<file path="config.mk">
export PLATFORM = sky130hd
export DESIGN_NAME = seg_scan_ctrl_flat
export DESIGN_NICKNAME = d
export VERILOG_FILES = /design/src/rtl/seg_scan_ctrl_pkg.sv /design/src/rtl/seg_scan_ctrl_if.sv /design/src/rtl/seg_slot_timer.sv /design/src/rtl/seg_scan_ctrl.sv /design/src/flat_wrapper.sv
export SDC_FILE = /design/constraint.sdc
export NUM_CORES = 1
export LEC_CHECK = 0
export ABC_AREA = 1
export CORE_ASPECT_RATIO = 0.5
export CORE_MARGIN = 4
export CORE_UTILIZATION = 57
export CTS_CLUSTER_SIZE = 40
export DETAILED_ROUTE_END_ITERATION = 6
export GPL_ROUTABILITY_DRIVEN = 0
export PLACE_DENSITY = 0.86
export SETUP_SLACK_MARGIN = 0.02
export SYNTH_ARGS = -nofsm -noshare
export SYNTH_HDL_FRONTEND = slang
export SYNTH_SLANG_ARGS = --single-unit
export TNS_END_PERCENT = 30
</file>
<file path="constraint.sdc">
create_clock -name i_clk -period 3.9 [get_ports i_clk]
set_input_delay 0.585 -clock i_clk [delete_from_list [all_inputs] [get_ports i_clk]]
set_output_delay 0.585 -clock i_clk [all_outputs]
set_load 0.01 [all_outputs]
</file>
<file path="src/rtl/seg_scan_ctrl_pkg.sv">
// seg_pkg: scan states, common-anode polarity constants and the anode one-hot helper
package seg_pkg;
    typedef enum logic {S_BLANK, S_DRIVE} state_t;
    localparam logic ANODE_OFF = 1'b1;
    localparam logic SEG_OFF = 1'b1;
    function automatic logic [7:0] onehot_low(input logic [2:0] idx);
        return ~(8'd1 << idx);
    endfunction
endpackage

</file>
<file path="src/rtl/seg_scan_ctrl_if.sv">
// seg_scan_ctrl_if: display data, enables and scan outputs between host and scan controller
interface seg_scan_ctrl_if #(parameter int NUM_DIGITS = 4);
    logic [4*NUM_DIGITS-1:0] digits_in;
    logic [NUM_DIGITS-1:0]   dp_in;
    logic [NUM_DIGITS-1:0]   digit_en;
    logic                    load;
    logic [3:0]              dig_code;
    logic [NUM_DIGITS-1:0]   an_n;
    logic                    dp_n;
    logic                    frame_done;
    modport master (output digits_in, dp_in, digit_en, load, input dig_code, an_n, dp_n, frame_done);
    modport slave (input digits_in, dp_in, digit_en, load, output dig_code, an_n, dp_n, frame_done);
endinterface

</file>
<file path="src/rtl/seg_slot_timer.sv">
// seg_slot_timer: free-running slot counter that wraps to zero at a programmable terminal count
module seg_slot_timer #(parameter int W = 16) (
    input  logic         i_clk,
    input  logic         i_rst_n,
    input  logic [W-1:0] i_term,
    output logic         o_tc,
    output logic [W-1:0] o_cnt_nxt
);
    logic [W-1:0] r_cnt;
    assign o_tc = r_cnt == i_term;
    assign o_cnt_nxt = o_tc ? '0 : r_cnt + 1'b1;
    always_ff @(posedge i_clk)
        r_cnt <= !i_rst_n ? '0 : o_cnt_nxt;
endmodule

</file>
<file path="src/rtl/seg_scan_ctrl.sv">
// seg_scan_ctrl: blanked, double-buffered time-multiplexed scan of common-anode 7-segment digits
module seg_scan_ctrl
    import seg_pkg::*;
#(
    parameter int NUM_DIGITS   = 4,
    parameter int REFRESH_DIV  = 50000,
    parameter int BLANK_CYCLES = 500
) (
    input logic            i_clk,
    input logic            i_rst_n,
    seg_scan_ctrl_if.slave bus
);
    localparam int CW = $clog2(REFRESH_DIV);
    localparam int IW = $clog2(NUM_DIGITS);
    localparam logic [CW-1:0] BLANK_TERM = CW'(BLANK_CYCLES - 1);
    localparam logic [CW-1:0] DRIVE_TERM = CW'(REFRESH_DIV - BLANK_CYCLES - 1);
    localparam logic [IW-1:0] LAST_IDX = IW'(NUM_DIGITS - 1);

    state_t                  r_state, w_state_nxt;
    logic [IW-1:0]           r_idx, w_idx_nxt;
    logic [4*NUM_DIGITS-1:0] r_pend_dig, r_act_dig, w_act_dig_nxt;
    logic [NUM_DIGITS-1:0]   r_pend_dp, r_act_dp, w_act_dp_nxt;
    logic [NUM_DIGITS-1:0]   r_an_n, w_an_nxt;
    logic [3:0]              r_code;
    logic                    r_dp_n, r_frame_done;
    logic                    w_tc, w_frame_end, w_on_nxt, w_last_nxt;
    logic [CW-1:0]           w_term, w_cnt_nxt;

    assign w_term = r_state == S_DRIVE ? DRIVE_TERM : BLANK_TERM;

    seg_slot_timer #(.W(CW)) u_timer (
        .i_clk     (i_clk),
        .i_rst_n   (i_rst_n),
        .i_term    (w_term),
        .o_tc      (w_tc),
        .o_cnt_nxt (w_cnt_nxt)
    );

    // Outputs are registered from next-state values so they line up with the state they describe
    always_comb begin
        w_frame_end   = r_state == S_DRIVE && w_tc && r_idx == LAST_IDX;
        w_state_nxt   = w_tc ? (r_state == S_BLANK ? S_DRIVE : S_BLANK) : r_state;
        w_idx_nxt     = (r_state == S_DRIVE && w_tc) ? (r_idx == LAST_IDX ? '0 : r_idx + 1'b1) : r_idx;
        w_act_dig_nxt = w_frame_end ? (bus.load ? bus.digits_in : r_pend_dig) : r_act_dig;
        w_act_dp_nxt  = w_frame_end ? (bus.load ? bus.dp_in : r_pend_dp) : r_act_dp;
        w_on_nxt      = w_state_nxt == S_DRIVE && bus.digit_en[w_idx_nxt];
        w_an_nxt      = w_on_nxt ? NUM_DIGITS'(onehot_low(3'(w_idx_nxt))) : {NUM_DIGITS{ANODE_OFF}};
        w_last_nxt    = w_state_nxt == S_DRIVE && w_cnt_nxt == DRIVE_TERM && w_idx_nxt == LAST_IDX;
    end

    always_ff @(posedge i_clk) begin
        if (!i_rst_n) begin
            r_state      <= S_BLANK;
            r_idx        <= '0;
            r_pend_dig   <= '0;
            r_pend_dp    <= '0;
            r_act_dig    <= '0;
            r_act_dp     <= '0;
            r_an_n       <= {NUM_DIGITS{ANODE_OFF}};
            r_dp_n       <= SEG_OFF;
            r_code       <= '0;
            r_frame_done <= 1'b0;
        end else begin
            r_state      <= w_state_nxt;
            r_idx        <= w_idx_nxt;
            r_pend_dig   <= bus.load ? bus.digits_in : r_pend_dig;
            r_pend_dp    <= bus.load ? bus.dp_in : r_pend_dp;
            r_act_dig    <= w_act_dig_nxt;
            r_act_dp     <= w_act_dp_nxt;
            r_an_n       <= w_an_nxt;
            r_dp_n       <= w_on_nxt ? ~w_act_dp_nxt[w_idx_nxt] : SEG_OFF;
            r_code       <= w_act_dig_nxt[4*w_idx_nxt +: 4];
            r_frame_done <= w_last_nxt;
        end
    end

    assign bus.an_n       = r_an_n;
    assign bus.dp_n       = r_dp_n;
    assign bus.dig_code   = r_code;
    assign bus.frame_done = r_frame_done;
endmodule

</file>
<file path="src/flat_wrapper.sv">
// flat-port wrapper written by rule: the top's interface ports become plain ports
module seg_scan_ctrl_flat import seg_pkg::*;
#(
    parameter int NUM_DIGITS   = 4,
    parameter int REFRESH_DIV  = 50000,
    parameter int BLANK_CYCLES = 500
)
  (i_clk, i_rst_n, bus_digits_in, bus_dp_in, bus_digit_en, bus_load, bus_dig_code, bus_an_n, bus_dp_n, bus_frame_done);
  seg_scan_ctrl_if #(.NUM_DIGITS(NUM_DIGITS)) bus_i ();
  input logic i_clk;
  input logic i_rst_n;
  input wire logic [$bits(bus_i.digits_in)-1:0] bus_digits_in;
  input wire logic [$bits(bus_i.dp_in)-1:0] bus_dp_in;
  input wire logic [$bits(bus_i.digit_en)-1:0] bus_digit_en;
  input wire logic [$bits(bus_i.load)-1:0] bus_load;
  output wire logic [$bits(bus_i.dig_code)-1:0] bus_dig_code;
  output wire logic [$bits(bus_i.an_n)-1:0] bus_an_n;
  output wire logic [$bits(bus_i.dp_n)-1:0] bus_dp_n;
  output wire logic [$bits(bus_i.frame_done)-1:0] bus_frame_done;
  assign bus_i.digits_in = bus_digits_in;
  assign bus_i.dp_in = bus_dp_in;
  assign bus_i.digit_en = bus_digit_en;
  assign bus_i.load = bus_load;
  assign bus_dig_code = bus_i.dig_code;
  assign bus_an_n = bus_i.an_n;
  assign bus_dp_n = bus_i.dp_n;
  assign bus_frame_done = bus_i.frame_done;
  seg_scan_ctrl #(.NUM_DIGITS(NUM_DIGITS), .REFRESH_DIV(REFRESH_DIV), .BLANK_CYCLES(BLANK_CYCLES)) u_core (.i_clk(i_clk), .i_rst_n(i_rst_n), .bus(bus_i));
endmodule
</file>
After elaboration in Yosys (flattened, before gate mapping)
Cells that the tools add are included.
{"block": "word_totals", "register_bits": 69, "input_bits": 27, "output_inout_bits": 10, "elab_cells": 42}
{"block": "op_classes", "add_sub_neg": 2, "magnitude_cmp": 1, "n_eq_ne": 4, "shifts": 2, "n_mux": 14, "bitwise_logic": 2, "reduce_logical": 6}
{"operator": "16-bit 2-to-1 mux", "n": 4}
{"operator": "16-bit by 1-bit adder with 16-bit output, second input constant", "n": 1}
{"operator": "16-bit equality test", "n": 1}
{"operator": "16-bit equality test, second input constant", "n": 1}
{"operator": "16-bit by 5-bit indexed part select with 4-bit output", "n": 1}
{"operator": "4-bit 2-to-1 mux", "n": 2}
{"operator": "1-bit logical AND", "n": 5}
{"operator": "1-bit binary-select mux with 2-bit select", "n": 2}
{"operator": "2-bit equality test, second input constant", "n": 2}
{"operator": "1-bit 2-to-1 mux", "n": 4}
{"operator": "2-bit 2-to-1 mux", "n": 2}
{"operator": "4-bit NOT", "n": 1}
{"operator": "1-bit by 2-bit << shifter with 4-bit output, first input constant", "n": 1}
{"operator": "2-bit by 3-bit less-than comparator with 1-bit output, second input constant", "n": 1}
{"operator": "2-bit by 1-bit adder with 2-bit output, second input constant", "n": 1}
{"operator": "2-bit AND reduction", "n": 1}
{"operator": "1-bit NOT", "n": 1}

Depth between registers and ports, before layout
Gate-level depths: netlist (run 1).
{"block": "depth", "ltp_word": 8, "mapped_depth": 18, "ltp_nobuf": 18}

Cells and area by module
A second synthesis (run 1) with hierarchy kept.
{"block": "unflattened", "cells_unflattened": 550, "area_unflattened_um2": 3460.8}
{"module": "seg_scan_ctrl", "n_inst": 1, "cells_per_inst": 317, "area_per_inst_um2": 2252.2, "seq_area_each_um2": 1061.0}
{"module": "seg_slot_timer", "n_inst": 1, "cells_per_inst": 233, "area_per_inst_um2": 1208.7, "seq_area_each_um2": 320.3}

Least setup slack after synthesis (run 1)
No wires, ideal clock.
{"block": "synth_timing", "path_type": "register to register", "startpoint": "register u_core.u_timer.r_cnt[0]", "endpoint": "register u_core.r_code[2] (netlist: u_core.bus.dig_code[2])", "arrival_time_ns": 2.024, "t_required_ns": 3.772, "setup_slack_ns": 1.748, "stages_incl_launch_ff": 18, "path_cell_list": "dfxtp_1 ha_1 nand2_1 inv_1 nand3_1 nor2_1 nand3_1 inv_1 ha_1 nand2_2 inv_2 buf_6 buf_6 nand3_1 o21ai_0 nor2_1 nor3_1 nor2_1"}
{"block": "synth_between", "elab_chain_cells": 5, "elab_cells_between_ends": 6}
{"element": "start, declared", "line_no": "seg_slot_timer.sv:9", "rtl": "logic [W-1:0] r_cnt;"}
{"element": "start signal, assigned", "line_no": "seg_slot_timer.sv:13", "rtl": "r_cnt <= !i_rst_n ? '0 : o_cnt_nxt;"}
{"element": "16-bit equality test (*)", "line_no": "seg_slot_timer.sv:10", "rtl": "assign o_tc = r_cnt == i_term;"}
{"element": "1-bit logical AND (*)", "line_no": "seg_scan_ctrl.sv:41, seg_scan_ctrl.sv:43"}
{"element": "1-bit logical AND", "line_no": "seg_scan_ctrl.sv:41", "rtl": "w_frame_end = r_state == S_DRIVE && w_tc && r_idx == LAST_IDX;"}
{"element": "16-bit 2-to-1 mux", "line_no": "seg_scan_ctrl.sv:44", "rtl": "w_act_dig_nxt = w_frame_end ? (bus.load ? bus.digits_in : r_pend_dig) : r_act_dig;"}
{"element": "16-bit by 5-bit indexed part select with 4-bit output (*)", "line_no": "seg_scan_ctrl.sv:72", "rtl": "r_code <= w_act_dig_nxt[4*w_idx_nxt +: 4];"}
{"element": "end signal, assigned", "line_no": "seg_scan_ctrl.sv:72"}
{"element": "end, declared", "line_no": "seg_scan_ctrl.sv:24", "rtl": "logic [3:0] r_code;"}
Every way passes the cells marked *; elsewhere a longest branch is shown, timed or not.
A chain may end at the register's enable or synchronous reset.

Final worst setup path (run 1)
{"block": "layout_timing", "startpoint": "register u_core.u_timer.r_cnt[0]", "endpoint": "register u_core.r_code[1] (netlist: u_core.bus.dig_code[1])"}
Same word-level chain as after synthesis.

==> results of run 1 <==
## tightest hold or removal path, cell delays in order (launching register included)
cell and delay [ns]:
sky130_fd_sc_hd__dfxtp_1 0.30, sky130_fd_sc_hd__nand2_1 0.07, sky130_fd_sc_hd__a21oi_1 0.06
## cells by family (layout without fill, tap and decap cells)
group,count (synthesis),count (layout),synth area share [%]
AO/OA/AOI/OAI,53,53,9.99
AND/OR/NAND/NOR,227,227,32.4
multiplexers,2,2,0.680
adder cells (fa/ha/maj),3,3,1.28
buffers and inverters,56,98,8.08
XOR/XNOR,2,2,0.595
flip-flops,69,69,46.9
## metal layers
metal / track usage [%] / vias up
li1: - / 1385
met1: 25.7 / 1178
met2: 36.6 / 48
met3: 5.91 / 9
met4: 10.1 / 0
met5: 0 / -
## registers in the layout (all words and copies together) (netlist names)
signal,count
u_core.r_pend_dp,4
u_core.r_act_dp,4
u_core.bus.dp_n,1
u_core.r_pend_dig,16
u_core.r_idx,2
u_core.u_timer.r_cnt,16
u_core.bus.dig_code,4
u_core.bus.an_n,4
u_core.r_state,1
u_core.r_act_dig,16
u_core.bus.frame_done,1
## stage by stage
stage	util [%]	power (µW)	worst slack, ns
final	71.9	1460	1.20
after global routing	71.9	1510	0.817
after CTS	71.9	1470	1.22
after detailed placement	67.3	812	1.24
after global placement	67.3	811	1.35
after floorplan	-	775	1.75
## cells in the mapped netlist (2+ instances only)
cell                       number
sky130_fd_sc_hd__inv_1         39
sky130_fd_sc_hd__ha_1           3
sky130_fd_sc_hd__dfxtp_1       69
sky130_fd_sc_hd__o22ai_1        5
sky130_fd_sc_hd__xor2_1         2
sky130_fd_sc_hd__a21oi_1       18
sky130_fd_sc_hd__clkbuf_1       5
sky130_fd_sc_hd__o21ai_2        2
sky130_fd_sc_hd__nand4_1        2
sky130_fd_sc_hd__nor3_1        13
sky130_fd_sc_hd__inv_2          4
sky130_fd_sc_hd__nand2_2        4
sky130_fd_sc_hd__o21bai_1       2
sky130_fd_sc_hd__mux2i_1        2
sky130_fd_sc_hd__buf_6          3
sky130_fd_sc_hd__nand3_1       31
sky130_fd_sc_hd__nand2_1       98
sky130_fd_sc_hd__buf_2          4
sky130_fd_sc_hd__o21ai_0       21
sky130_fd_sc_hd__nor2_1        74
sky130_fd_sc_hd__o21ai_1        3
## final cells by class
class                   count  share of cell area [%]
flip-flops and latches     69                    38.8
multi-input cells         287                    37.2
repair buffers             38                    10.5
inverters                  44                    4.64
clock buffers               9                    3.48
clock inverters             7                    2.95
well taps                  70                    2.46
## power by group through the flow
stage	Sequential, µW	Combinational (µW)	Clock (µW)
6_report	723	72.8	659
5_1_grt	724	81.4	701
4_1_cts	723	73.3	671
3_5_place_dp	740	72.1	0
3_3_place_gp	739	72.0	0
2_1_floorplan	738	36.8	0
## cell usage in the layout (no fill, tap or decap), types with 2 or more instances in the layout
cell                              synthesis  layout
sky130_fd_sc_hd__nand2_1                 98      98
sky130_fd_sc_hd__nor2_1                  74      74
sky130_fd_sc_hd__dfxtp_1                 69      69
sky130_fd_sc_hd__inv_1                   39      39
sky130_fd_sc_hd__clkdlybuf4s50_1          0      36
sky130_fd_sc_hd__nand3_1                 31      31
sky130_fd_sc_hd__o21ai_0                 21      21
sky130_fd_sc_hd__a21oi_1                 18      18
sky130_fd_sc_hd__nor3_1                  13      13
sky130_fd_sc_hd__clkbuf_8                 0       9
sky130_fd_sc_hd__o22ai_1                  5       5
sky130_fd_sc_hd__inv_2                    4       4
sky130_fd_sc_hd__nand2_2                  4       4
sky130_fd_sc_hd__o21ai_1                  3       3
sky130_fd_sc_hd__ha_1                     3       3
sky130_fd_sc_hd__nand4_1                  2       2
sky130_fd_sc_hd__xor2_1                   2       2
sky130_fd_sc_hd__o21bai_1                 2       2
sky130_fd_sc_hd__o21ai_2                  2       2
sky130_fd_sc_hd__mux2i_1                  2       2
sky130_fd_sc_hd__bufinv_16                0       2
sky130_fd_sc_hd__inv_6                    0       2
sky130_fd_sc_hd__buf_4                    0       2
## how the worst min path moves through the flow
stage / to / depth (start not counted) / slack (ns) / from
finish: u_core.r_pend_dig[9] / 2 / 0.47 / u_core.r_pend_dig[9]
CTS: u_core.r_pend_dig[9] / 2 / 0.48 / u_core.r_pend_dig[9]
detailed placement: u_core.r_pend_dig[9] / 2 / 0.46 / u_core.r_pend_dig[9]
floorplan: u_core.u_timer.r_cnt[0] / 1 / 0.43 / u_core.u_timer.r_cnt[0]
global route: u_core.r_pend_dig[2] / 2 / 0.49 / u_core.r_pend_dig[2]
global placement: u_core.u_timer.r_cnt[0] / 1 / 0.45 / u_core.u_timer.r_cnt[0]
==> impl_results.rst, run 1 <==
.. list-table::
   :header-rows: 1

   * - Metric
     - Value
   * - Net Sw Frac
     - 22.8%
   * - Most common flop cell mapped by yosys
     - sky130_fd_sc_hd__dfxtp_1
   * - Register area share after synthesis
     - 46.9%
   * - Ratio of cells with drive above 1 in the final layout
     - 7.49%
   * - GRT Overall Usage
     - 21.6%
   * - H-tree lvl count
     - 3
   * - Overall die width
     - 110 µm
   * - Number of antenna violations at the first check in global routing
     - 0
   * - TritonCTS clock tree
     - done
   * - Number of pins exceeding their max-slew limit in the final report
     - 0
   * - Worst-case vdd ir drop
     - 0.273 mV
   * - Master of the slowest instance on the critical path
     - sky130_fd_sc_hd__inv_2
   * - Buffers and inverters on the worst path
     - 3
   * - Clock latency at the later pin of the worst-skew pair
     - 0.35 ns
   * - Power per unit of standard cell area
     - 409 nW/µm²
   * - Synth Warn #
     - 0
   * - Async S/R FF share, synth
     - 0%
   * - Cell-internal power
     - 1120 µW
   * - Arrival time at the worst endpoint
     - 2.92 ns
   * - Number of top-level pins
     - 37
   * - Post-synth EDFFs
     - 0
   * - Detailed placement HPWL
     - 4440 µm
   * - Buffers inserted by post-CTS timing repair
     - 0
   * - Vias in the first global route
     - 2433
   * - Routed vias/inst
     - 5.00
   * - Final critical-path required period
     - 2.70 ns
   * - Clock-pin slew on the worst setup and hold paths
     - 0.07 ns
   * - Highest net fanout along the worst path
     - 38
   * - Static Leakage
     - 0.00148 µW
   * - Combinational Power Share
     - 5.0%
   * - Instance count on the critical path
     - 15
   * - Area of the die
     - 6450 µm²
   * - Layout area overhead
     - 21.0%
   * - Overall via count from detail_route
     - 2620
   * - Endpoint type of the worst setup path
     - register
   * - Number of cells produced by synthesis
     - 412
   * - Synth Net Count
     - 442
   * - Worst setup path end
     - u_core.bus.dig_code[1]
   * - Endpoints failing setup
     - 0
   * - Mapped Avg Cell Area
     - 7.14 µm²
   * - Critical path's largest stage delay
     - 0.43 ns
   * - Worst hold path class
     - reg -> reg
   * - First-pass GRT wire length
     - 10700 µm
   * - Dominant cell type by count on the critical path
     - sky130_fd_sc_hd__nand3_1
   * - Die Y
     - 58.8 µm
   * - Maximum number of buffers from clock root to sink
     - 2
   * - Instance count after placement with tap cells included
     - 508
   * - Diode insertion count for antenna repair
     - 0
   * - Final worst-path cycle share
     - 69.2%
   * - FILL cells
     - 394
   * - Area leader, netlist
     - sky130_fd_sc_hd__dfxtp_1
   * - Number of failing hold endpoints at the final stage
     - 0
   * - Detailed route wirelength on metal3
     - 283 µm
   * - DRC errors left
     - 0
   * - Post-Layout Inst Area
     - 3560 µm²
   * - Synthesized cell area
     - 2940 µm²
   * - Top metal layer carrying routed signals
     - met4
   * - Count of buffers from port buffering
     - 36
   * - Sequential group share of total power
     - 49.7%
   * - Clock network fraction of design power
     - 45.3%
   * - Cell area after placement
     - 3330 µm²
   * - Total number of nets in the final design
     - 479
   * - Core outline area
     - 4950 µm²
   * - Timing startpoint of the critical path
     - u_core.u_timer.r_cnt[0]
   * - Starting Density
     - 59.4%
   * - Detailed Route Iter0 Violations
     - 144
   * - Top cell type's share of synthesized area
     - 46.9%
   * - Routed wire length
     - 6360 µm
   * - Max-cap violation count
     - 0
   * - Critical R2R Launch
     - u_core.u_timer.r_cnt[0]
   * - Area of the multi-input gates
     - 1320 µm²
   * - CTS Hold Buffers Added
     - 0
   * - Combined flip-flop and latch cell area
     - 1380 µm²
   * - First-pass detailed-route iteration total
     - 4
   * - Standard-cell rows
     - 18
   * - Gr ovfl total
     - 0
   * - Setup_tns
     - 0 ns
   * - Maximum number of pins on one net before global-route repair
     - 53
   * - Synth cell types
     - 29
   * - Max-Slew Margin vs Limit
     - 63.7%
   * - Status
     - complete, no violations
   * - Antenna Violating Nets Remaining
     - 0
   * - Number of standard cells in the layout, taps in and fillers out
     - 524
   * - RSZ-0062 raised after global routing
     - false
   * - Reg2Reg Depth
     - 15
   * - Startpoint kind of the worst setup timing path
     - register
   * - Endpoint of the worst register-to-register path
     - u_core.bus.dig_code[1]
   * - Number of CTS-inserted buffers
     - 9
   * - Data required time at the worst endpoint
     - 4.13 ns
   * - Cells along the critical path
     - ha_1 > nand2_1 > inv_1 > nand3_1 > nor2_1 > nand3_1 > inv_1 > ha_1 > nand2_2 > inv_2 > nand3_1 > o21ai_0 > nor3_1 > nor3_1 > nor2_1
   * - Worst clock skew
     - 0.0130 ns
   * - Category of the critical setup timing path
     - reg -> reg
   * - Detailed route wirelength on metal2
     - 3020 µm
   * - Pin slew with the least headroom to its limit
     - 0.543 ns
   * - CTS resizes
     - 0
   * - Fmax achieved
     - 371 MHz
   * - Sw power
     - 332 µW
   * - Synth Register Bits
     - 69
   * - Most area-consuming cells after synthesis
     - sky130_fd_sc_hd__dfxtp_1 47%, sky130_fd_sc_hd__nand2_1 13%, sky130_fd_sc_hd__nor2_1 9.4%
   * - Kind of cell with the highest combined delay on the critical path
     - simple AND/OR/NAND/NOR gates
   * - Clock root buffer
     - sky130_fd_sc_hd__clkbuf_8
   * - Reg-to-reg setup timing slack
     - 1.20 ns
   * - Routed len/inst
     - 12.1 µm
   * - Worst Hold Margin
     - 0.475 ns
   * - Met1 wire length
     - 2940 µm
   * - TritonCTS Sinks
     - 69
Power figures use the tool's default switching activity.
==> run 2: changes to the inputs <==
--- a/config.mk
+++ b/config.mk
@@ -8,11 +8,11 @@
 export ABC_AREA = 1
 export CORE_ASPECT_RATIO = 0.5
 export CORE_MARGIN = 4
-export CORE_UTILIZATION = 57
+export CORE_UTILIZATION = 49
 export CTS_CLUSTER_SIZE = 40
 export DETAILED_ROUTE_END_ITERATION = 6
 export GPL_ROUTABILITY_DRIVEN = 0
-export PLACE_DENSITY = 0.86
+export PLACE_DENSITY = 0.79
 export SETUP_SLACK_MARGIN = 0.02
 export SYNTH_ARGS = -nofsm -noshare
 export SYNTH_HDL_FRONTEND = slang
==> constraint.sdc (replaced) <==
create_clock -name i_clk -period 2.3 [get_ports i_clk]
set_input_delay 0.345 -clock i_clk [delete_from_list [all_inputs] [get_ports i_clk]]
set_output_delay 0.345 -clock i_clk [all_outputs]
set_load 0.01 [all_outputs]
==> run 2 against run 1 <==
Cell count rose by 3.4%. Clock skew shrank 0.0061 ns. Clock-buffer cell count grew 2. Power increased by 78%. Maximum frequency is 26% higher. Via count rose by 2.8%. Critical path type unchanged. Cell area rose by 8.0%. Worst hold slack lost 0.0020 ns. Register-to-register slack got worse by 1.0 ns. Combinational power grew 88%. Sequential share of layout area is 2.8 points lower. Global-route usage fell by 2.4 points.
==> impl_results.rst, run 2 (same netlist as run 1, synthesis figures left out) <==
.. list-table::
   :header-rows: 1

   * - Metric
     - Value
   * - DRC errors left
     - 0 (unchanged)
   * - Post-Layout Inst Area
     - 3850 µm² (+8.0%)
   * - Endpoints failing setup
     - 0 (unchanged)
   * - Kind of cell with the highest combined delay on the critical path
     - simple AND/OR/NAND/NOR gates
   * - Worst hold path class
     - reg -> reg
   * - Pin slew with the least headroom to its limit
     - 0.652 ns (+0.109 ns)
   * - Critical path's largest stage delay
     - 0.35 ns (-0.08 ns)
   * - Overall die width
     - 118 µm (+7.3%)
   * - Met2 track demand over resource in global routing
     - 29.5% (-7.1 points)
   * - Met3 routing resource usage after global routing
     - 6.87% (+0.96 points)
   * - Layout area overhead
     - 30.8%
   * - Most common library cell in the layout ignoring fill and taps
     - sky130_fd_sc_hd__nand2_1
   * - Routed wire length
     - 6840 µm (+7.5%)
   * - Final worst-path cycle share
     - 92.8% (+24 points)
   * - Endpoint type of the worst setup path
     - register
   * - Number of failing hold endpoints at the final stage
     - 0 (unchanged)
   * - Diode insertion count for antenna repair
     - 0 (unchanged)
   * - Final core utilization
     - 68.3% (-3.6 points)
   * - Final critical-path required period
     - 2.13 ns (-0.565 ns)
   * - Count of buffers from port buffering
     - 36 (unchanged)
   * - Gr ovfl total
     - 0 (unchanged)
   * - Cell depth of the worst min-delay path
     - 2 (unchanged)
   * - Maximum number of buffers from clock root to sink
     - 2 (unchanged)
   * - Static Leakage
     - 0.00159 µW (+7.7%)
   * - RSZ-0062 raised after global routing
     - false
   * - Number of antenna violations at the first check in global routing
     - 0 (unchanged)
   * - Routed vias/inst
     - 4.97 (-0.59%)
   * - GR met1 Demand/Resource
     - 24.5% (-1.2 points)
   * - FILL cells
     - 467 (+19%)
   * - Worst-case vdd ir drop
     - 0.706 mV (+160%)
   * - Worst clock skew
     - 0.00693 ns (-0.00607 ns)
   * - Clock-pin slew on the worst setup and hold paths
     - 0.05 ns (-0.02 ns)
   * - Area of the die
     - 7380 µm² (+15%)
   * - Clock root buffer
     - sky130_fd_sc_hd__clkbuf_16
   * - Total number of nets in the final design
     - 495 (+3.3%)
   * - Vias in the first global route
     - 2381 (-2.1%)
   * - Buffers and inverters on the worst path
     - 4 (+1)
   * - Core outline area
     - 5630 µm² (+14%)
   * - Status
     - complete, no violations
   * - Data required time at the worst endpoint
     - 2.52 ns (-1.61 ns)
   * - Category of the critical setup timing path
     - reg -> reg
   * - Power consumption
     - 2590 µW (+78%)
   * - Ratio of cells with drive above 1 in the final layout
     - 14.1% (+6.6 points)
   * - Timing startpoint of the critical path
     - u_core.u_timer.r_cnt[1]
   * - Detailed placement HPWL
     - 4770 µm (+7.6%)
   * - TritonCTS clock tree
     - done
   * - Number of pins exceeding their max-slew limit in the final report
     - 0 (unchanged)
   * - Overall via count from detail_route
     - 2694 (+2.8%)
   * - Worst Hold Margin
     - 0.473 ns (-0.00195 ns)
   * - Master of the slowest instance on the critical path
     - sky130_fd_sc_hd__dfxtp_2
   * - Routed len/inst
     - 12.6 µm (+4.0%)
   * - Critical R2R Launch
     - u_core.u_timer.r_cnt[1]
   * - Startpoint kind of the worst setup timing path
     - register
   * - Origin of the worst min-delay path
     - u_core.r_pend_dig[12]
   * - Highest net fanout along the worst path
     - 19 (-50%)
   * - Reg2Reg Depth
     - 16 (+1)
   * - Clock latency at the later pin of the worst-skew pair
     - 0.34 ns (about the same)
   * - Worst-case hold path end point
     - u_core.r_pend_dig[12]
   * - Number of top-level pins
     - 37 (unchanged)
   * - GRT Max-Usage Layer
     - met2
   * - Detailed Route Iter0 Violations
     - 192 (+33%)
   * - First-pass detailed-route iteration total
     - 5 (+1)
   * - Max-Slew Margin vs Limit
     - 56.2% (-7.5 points)
   * - Maximum number of pins on one net before global-route repair
     - 39 (-26%)
   * - Starting Density
     - 52.2% (-7.2 points)
   * - Reg-to-reg setup timing slack
     - 0.17 ns (-1.04 ns)
   * - Die Y
     - 62.8 µm (+6.8%)
   * - Cell area after placement
     - 3440 µm² (+3.1%)
   * - Cells along the critical path
     - ha_4 > nand2_2 > inv_2 > nand3_2 > nor2_2 > nand3_2 > inv_2 > ha_4 > nand2_4 > inv_4 > buf_12 > nand3_1 > o21ai_1 > nor3_1 > nor3_1 > nor2_1
   * - Largest registers
     - u_core.r_act_dig (16), u_core.r_pend_dig (16), u_core.u_timer.r_cnt (16)
   * - Number of CTS-inserted buffers
     - 9 (unchanged)
   * - First-pass GRT wire length
     - 11200 µm (+4.9%)
   * - Standard-cell rows
     - 19 (+1)
   * - Final worst slack
     - 0.166 ns (-1.04 ns)
   * - Pre-CTS worst setup slack
     - -0.0356 ns (-1.28 ns)
   * - TritonCTS Sinks
     - 69 (unchanged)
   * - Max-cap violation count
     - 0 (unchanged)
   * - H-tree lvl count
     - 3 (unchanged)
   * - Fmax achieved
     - 469 MHz (+26%)
   * - GRT Overall Usage
     - 19.2% (-2.4 points)
   * - Endpoint of the worst register-to-register path
     - u_core.bus.dig_code[3]
   * - Arrival time at the worst endpoint
     - 2.36 ns (-0.56 ns)
   * - Most frequent cells in the layout
     - 95 x sky130_fd_sc_hd__nand2_1, 70 x sky130_fd_sc_hd__nor2_1, 67 x sky130_fd_sc_hd__dfxtp_1
   * - Power per unit of standard cell area
     - 672 nW/µm² (+64%)
   * - Antenna Violating Nets Remaining
     - 0 (unchanged)
   * - CTS Hold Buffers Added
     - 0 (unchanged)
==> run 2: timing repair <==
action                     CTS  global route
cloned                       0             1
setup endpoints to repair   10            10
hold endpoints to repair     0             0
pin swaps                    0            13
setup buffers                0             5
resized for setup            3            29
==> run 2: layer usage <==
| layer | vias up | part of all wire, % |
|---|---|---|
| met1 | 1203 | 48 |
| met3 | 10 | 4.4 |
| li1 | 1426 | - |
| met2 | 55 | 46 |
| met5 | - | 0 |
| met4 | 0 | 1.8 |
==> run 2: report_power, final <==
| part | internal, µW | total [µW] | switching [µW] |
|---|---|---|---|
| Sequential | 1220 | 1230 | 9.68 |
| Clock | 720 | 1220 | 498 |
| Combinational | 70.0 | 137 | 67.1 |
==> run 2: per-stage QoR <==
stage	cells	TNS, ns
global route	542	0
detailed placement	521	-0.140
global placement	521	0
finish	542	0
CTS	536	0
floorplan	412	0
==> run 2: worst register-to-register path, cell delays in order, from the launching register on <==
cell and delay [ns]:
sky130_fd_sc_hd__dfxtp_2 0.35, sky130_fd_sc_hd__ha_4 0.15, sky130_fd_sc_hd__nand2_2 0.05, sky130_fd_sc_hd__inv_2 0.04, sky130_fd_sc_hd__nand3_2 0.06, sky130_fd_sc_hd__nor2_2 0.13, sky130_fd_sc_hd__nand3_2 0.10, sky130_fd_sc_hd__inv_2 0.07
sky130_fd_sc_hd__ha_4 0.18, sky130_fd_sc_hd__nand2_4 0.09, sky130_fd_sc_hd__inv_4 0.09, sky130_fd_sc_hd__buf_12 0.15, sky130_fd_sc_hd__nand3_1 0.08, sky130_fd_sc_hd__o21ai_1 0.14, sky130_fd_sc_hd__nor3_1 0.08, sky130_fd_sc_hd__nor3_1 0.18
sky130_fd_sc_hd__nor2_1 0.07
==> run 2: how the worst max path moves through the flow <==
stage	endpoint	cells after the start
after CTS	u_core.bus.dig_code[3]	16
after floorplan	u_core.bus.dig_code[2]	17
after global placement	u_core.bus.dig_code[3]	16
after detailed placement	u_core.bus.an_n[3]	15
after global routing	u_core.bus.dig_code[3]	16
final	u_core.bus.dig_code[3]	16
==> run 2: area by class of cell <==
class	instances	area, µm²	area share [%]
clock buffers	11	233	6.05
clock inverters	4	26.3	0.683
inverters	44	170	4.42
multi-input cells	287	1410	36.5
flip-flops and latches	69	1380	36.0
well taps	73	91.3	2.37
repair buffers	54	538	14.0
==> run 3: changes to the inputs <==
--- a/config.mk
+++ b/config.mk
@@ -8,11 +8,11 @@
 export ABC_AREA = 1
 export CORE_ASPECT_RATIO = 0.5
 export CORE_MARGIN = 4
-export CORE_UTILIZATION = 49
+export CORE_UTILIZATION = 30
 export CTS_CLUSTER_SIZE = 40
 export DETAILED_ROUTE_END_ITERATION = 6
 export GPL_ROUTABILITY_DRIVEN = 0
-export PLACE_DENSITY = 0.79
+export PLACE_DENSITY = 0.54
 export SETUP_SLACK_MARGIN = 0.02
 export SYNTH_ARGS = -nofsm -noshare
 export SYNTH_HDL_FRONTEND = slang
==> run 3 against run 2 <==
Flip-flop and latch count unchanged. Clock power increased by 26%. Die area increased by 56%. Combinational power about the same. Clock skew decreased by 0.00075 ns. Worst setup slack got worse by 0.0041 ns. Cell area increased by 6.0%. Non-clock buffer count increased by 2. Maximum frequency decreased by 0.19%. Critical path type unchanged. Largest cell class unchanged. Global-route usage decreased by 6.9 points.
==> impl_results.rst, run 3 (same netlist as run 1, synthesis figures left out) <==
.. list-table::
   :header-rows: 1

   * - Metric
     - Value
   * - Status
     - complete, no violations
   * - Data required time at the worst endpoint
     - 2.56 ns (+0.04 ns)
   * - Setup_tns
     - 0 ns (unchanged)
   * - Overall via count from detail_route
     - 2674 (-0.74%)
   * - GRT Overall Usage
     - 12.3% (-6.9 points)
   * - Number of failing hold endpoints at the final stage
     - 0 (unchanged)
   * - Worst clock skew
     - 0.00618 ns (-0.000754 ns)
   * - Area of the multi-input gates
     - 1440 µm² (+2.0%)
   * - Count of buffers from port buffering
     - 36 (unchanged)
   * - Max-cap violation count
     - 0 (unchanged)
   * - Area of the die
     - 11600 µm² (+56%)
   * - Fmax achieved
     - 468 MHz (-0.19%)
   * - Pre-CTS worst setup slack
     - -0.000558 ns (+0.0350 ns)
   * - Endpoints failing setup
     - 0 (unchanged)
   * - Worst Hold Margin
     - 0.468 ns (-0.00484 ns)
   * - Maximum number of pins on one net before global-route repair
     - 53 (+36%)
   * - Detailed Route Iter0 Violations
     - 133 (-31%)
   * - Worst-case vdd ir drop
     - 0.320 mV (-55%)
   * - Routed wire length
     - 7000 µm (+2.3%)
   * - Number of top-level pins
     - 37 (unchanged)
   * - Arrival time at the worst endpoint
     - 2.39 ns (+0.03 ns)
   * - Highest net fanout along the worst path
     - 5 (-14)
   * - Ratio of cells with drive above 1 in the final layout
     - 15.7% (+1.6 points)
   * - Dominant cell type by count on the critical path
     - sky130_fd_sc_hd__nor2_1
   * - Most common library cell in the layout ignoring fill and taps
     - sky130_fd_sc_hd__nand2_1
   * - Layout area overhead
     - 38.6%
   * - Final worst slack
     - 0.162 ns (-0.00411 ns)
   * - Largest registers
     - u_core.r_act_dig (16), u_core.r_pend_dig (16), u_core.u_timer.r_cnt (16)
   * - FILL cells
     - 969 (+110%)
   * - Number of standard cells in the layout, taps in and fillers out
     - 607 (+12%)
   * - Diode insertion count for antenna repair
     - 0 (unchanged)
   * - Clock root buffer
     - sky130_fd_sc_hd__clkbuf_16
   * - Static Leakage
     - 0.00166 µW (+4.2%)
   * - TritonCTS clock tree
     - done
   * - Power per unit of standard cell area
     - 714 nW/µm² (+6.2%)
   * - Most frequent cells in the layout
     - 96 x sky130_fd_sc_hd__nand2_1, 71 x sky130_fd_sc_hd__nor2_1, 65 x sky130_fd_sc_hd__dfxtp_1
   * - Final critical-path required period
     - 2.14 ns (+0.00411 ns)
   * - Endpoint type of the worst setup path
     - register
   * - Cell area after placement
     - 3550 µm² (+3.3%)
   * - Starting Density
     - 30.9% (-21 points)
   * - Max-Slew Margin vs Limit
     - 74.9% (+19 points)
   * - Vias in the first global route
     - 2529 (+6.2%)
   * - RSZ-0062 raised after global routing
     - true
   * - Routed len/inst
     - 11.5 µm (-8.7%)
   * - Startpoint kind of the worst setup timing path
     - register
   * - Buffers and inverters on the worst path
     - 3 (-1)
   * - Pin slew with the least headroom to its limit
     - 0.375 ns (-0.277 ns)
   * - Number of CTS-inserted buffers
     - 9 (unchanged)
   * - H-tree lvl count
     - 3 (unchanged)
   * - Maximum number of buffers from clock root to sink
     - 2 (unchanged)
   * - TritonCTS Sinks
     - 69 (unchanged)
   * - Core outline area
     - 9510 µm² (+69%)
   * - Detailed placement HPWL
     - 5020 µm (+5.1%)
   * - Final worst-path cycle share
     - 93.0% (+0.18 points)
   * - Worst hold path class
     - reg -> reg
   * - Clock latency at the later pin of the worst-skew pair
     - 0.33 ns (about the same)
   * - Die Y
     - 78.0 µm (+24%)
   * - Cells along the critical path
     - ha_4 > nand2_2 > inv_2 > nand3_2 > nor2_2 > nand3_2 > inv_2 > ha_4 > inv_4 > nand2_4 > nand3_4 > nor2_4 > nand2_1 > nor2_1 > nand3_1 > nor2_1 > nand2_1 > nor2_1
   * - Total number of nets in the final design
     - 497 (+0.40%)
   * - Critical path's largest stage delay
     - 0.35 ns (about the same)
   * - Routed vias/inst
     - 4.41 (-11%)
   * - Clock-pin slew on the worst setup and hold paths
     - 0.05 ns (about the same)
   * - Overall die width
     - 148 µm (+26%)
   * - First-pass GRT wire length
     - 11500 µm (+2.3%)
   * - Number of antenna violations at the first check in global routing
     - 0 (unchanged)
   * - Master of the slowest instance on the critical path
     - sky130_fd_sc_hd__dfxtp_2
   * - Number of pins exceeding their max-slew limit in the final report
     - 0 (unchanged)
   * - Post-Layout Inst Area
     - 4080 µm² (+6.0%)
   * - Instance count after placement with tap cells included
     - 586 (+12%)
   * - Kind of cell with the highest combined delay on the critical path
     - simple AND/OR/NAND/NOR gates
   * - Gr ovfl total
     - 0 (unchanged)
   * - DRC errors left
     - 0 (unchanged)
   * - Antenna Violating Nets Remaining
     - 0 (unchanged)
   * - Combined flip-flop and latch cell area
     - 1390 µm² (+0.18%)
   * - Standard-cell rows
     - 25 (+6)
   * - First-pass detailed-route iteration total
     - 4 (-1)
   * - Category of the critical setup timing path
     - reg -> reg
run 3: layout make-up:
cell class                      count  area share, %
Multi-Input combinational cell    287           35.2
Sequential cell                    69           34.0
Timing Repair Buffer               56           14.0
Clock buffer                       12           6.53
Inverter                           44           4.23
Tap cell                          135           4.14
Clock inverter                      4           1.90
run 3: layer usage:
metal  track usage [%]  wire (µm)  part of all wire (%)  up-vias
met2              19.5       3170                    45       37
met4              4.98         76                   1.1        0
met1              15.5       3500                    50     1199
met3              3.92        240                   3.4        6
li1                  -          -                     -     1432
met5                 0          0                     0        -
run 3: final timing paths:
path                            slack (ns)  cells after the start               startpoint                     to
worst max-delay path                  0.16                     18  u_core.u_timer.r_cnt[1]  u_core.bus.frame_done
worst min-delay path                  0.47                      2     u_core.r_pend_dig[6]   u_core.r_pend_dig[6]
worst max register to register        0.16                     18  u_core.u_timer.r_cnt[1]  u_core.bus.frame_done
worst min register to register        0.47                      2     u_core.r_pend_dig[6]   u_core.r_pend_dig[6]
run 3: what timing repair did:
item | 4_1_cts | 5_1_grt
buffers inserted | 0 | 4
pin swaps | 0 | 19
hold buffers | 0 | 0
setup endpoints to repair | 3 | 10
resized for setup | 1 | 38
gates cloned | 0 | 1
run 3: tightest hold or removal path: cells and delay by family, from the launching register on:
kind / cells / cell delay (ns)
and+or+nand+nor: 1 / 0.07
DFF: 1 / 0.29
AOI/OAI and AO/OA: 1 / 0.06
run 3: stage by stage:
stage / util [%] / power, µW
4_1_cts: 41.0 / 2940
3_5_place_dp: 37.3 / 1390
6_report: 42.9 / 2910
5_1_grt: 42.9 / 3020
3_3_place_gp: 37.3 / 1390
2_1_floorplan: - / 1310
run 3: report_power, final:
group | switching, µW | internal (µW) | leakage [µW] | total [µW]
logic | 66.7 | 71.4 | 0.000925 | 138
clock network | 502 | 1040 | 0.000169 | 1540
registers | 9.45 | 1220 | 0.000562 | 1230
total | 578 | 2330 | 0.00166 | 2910
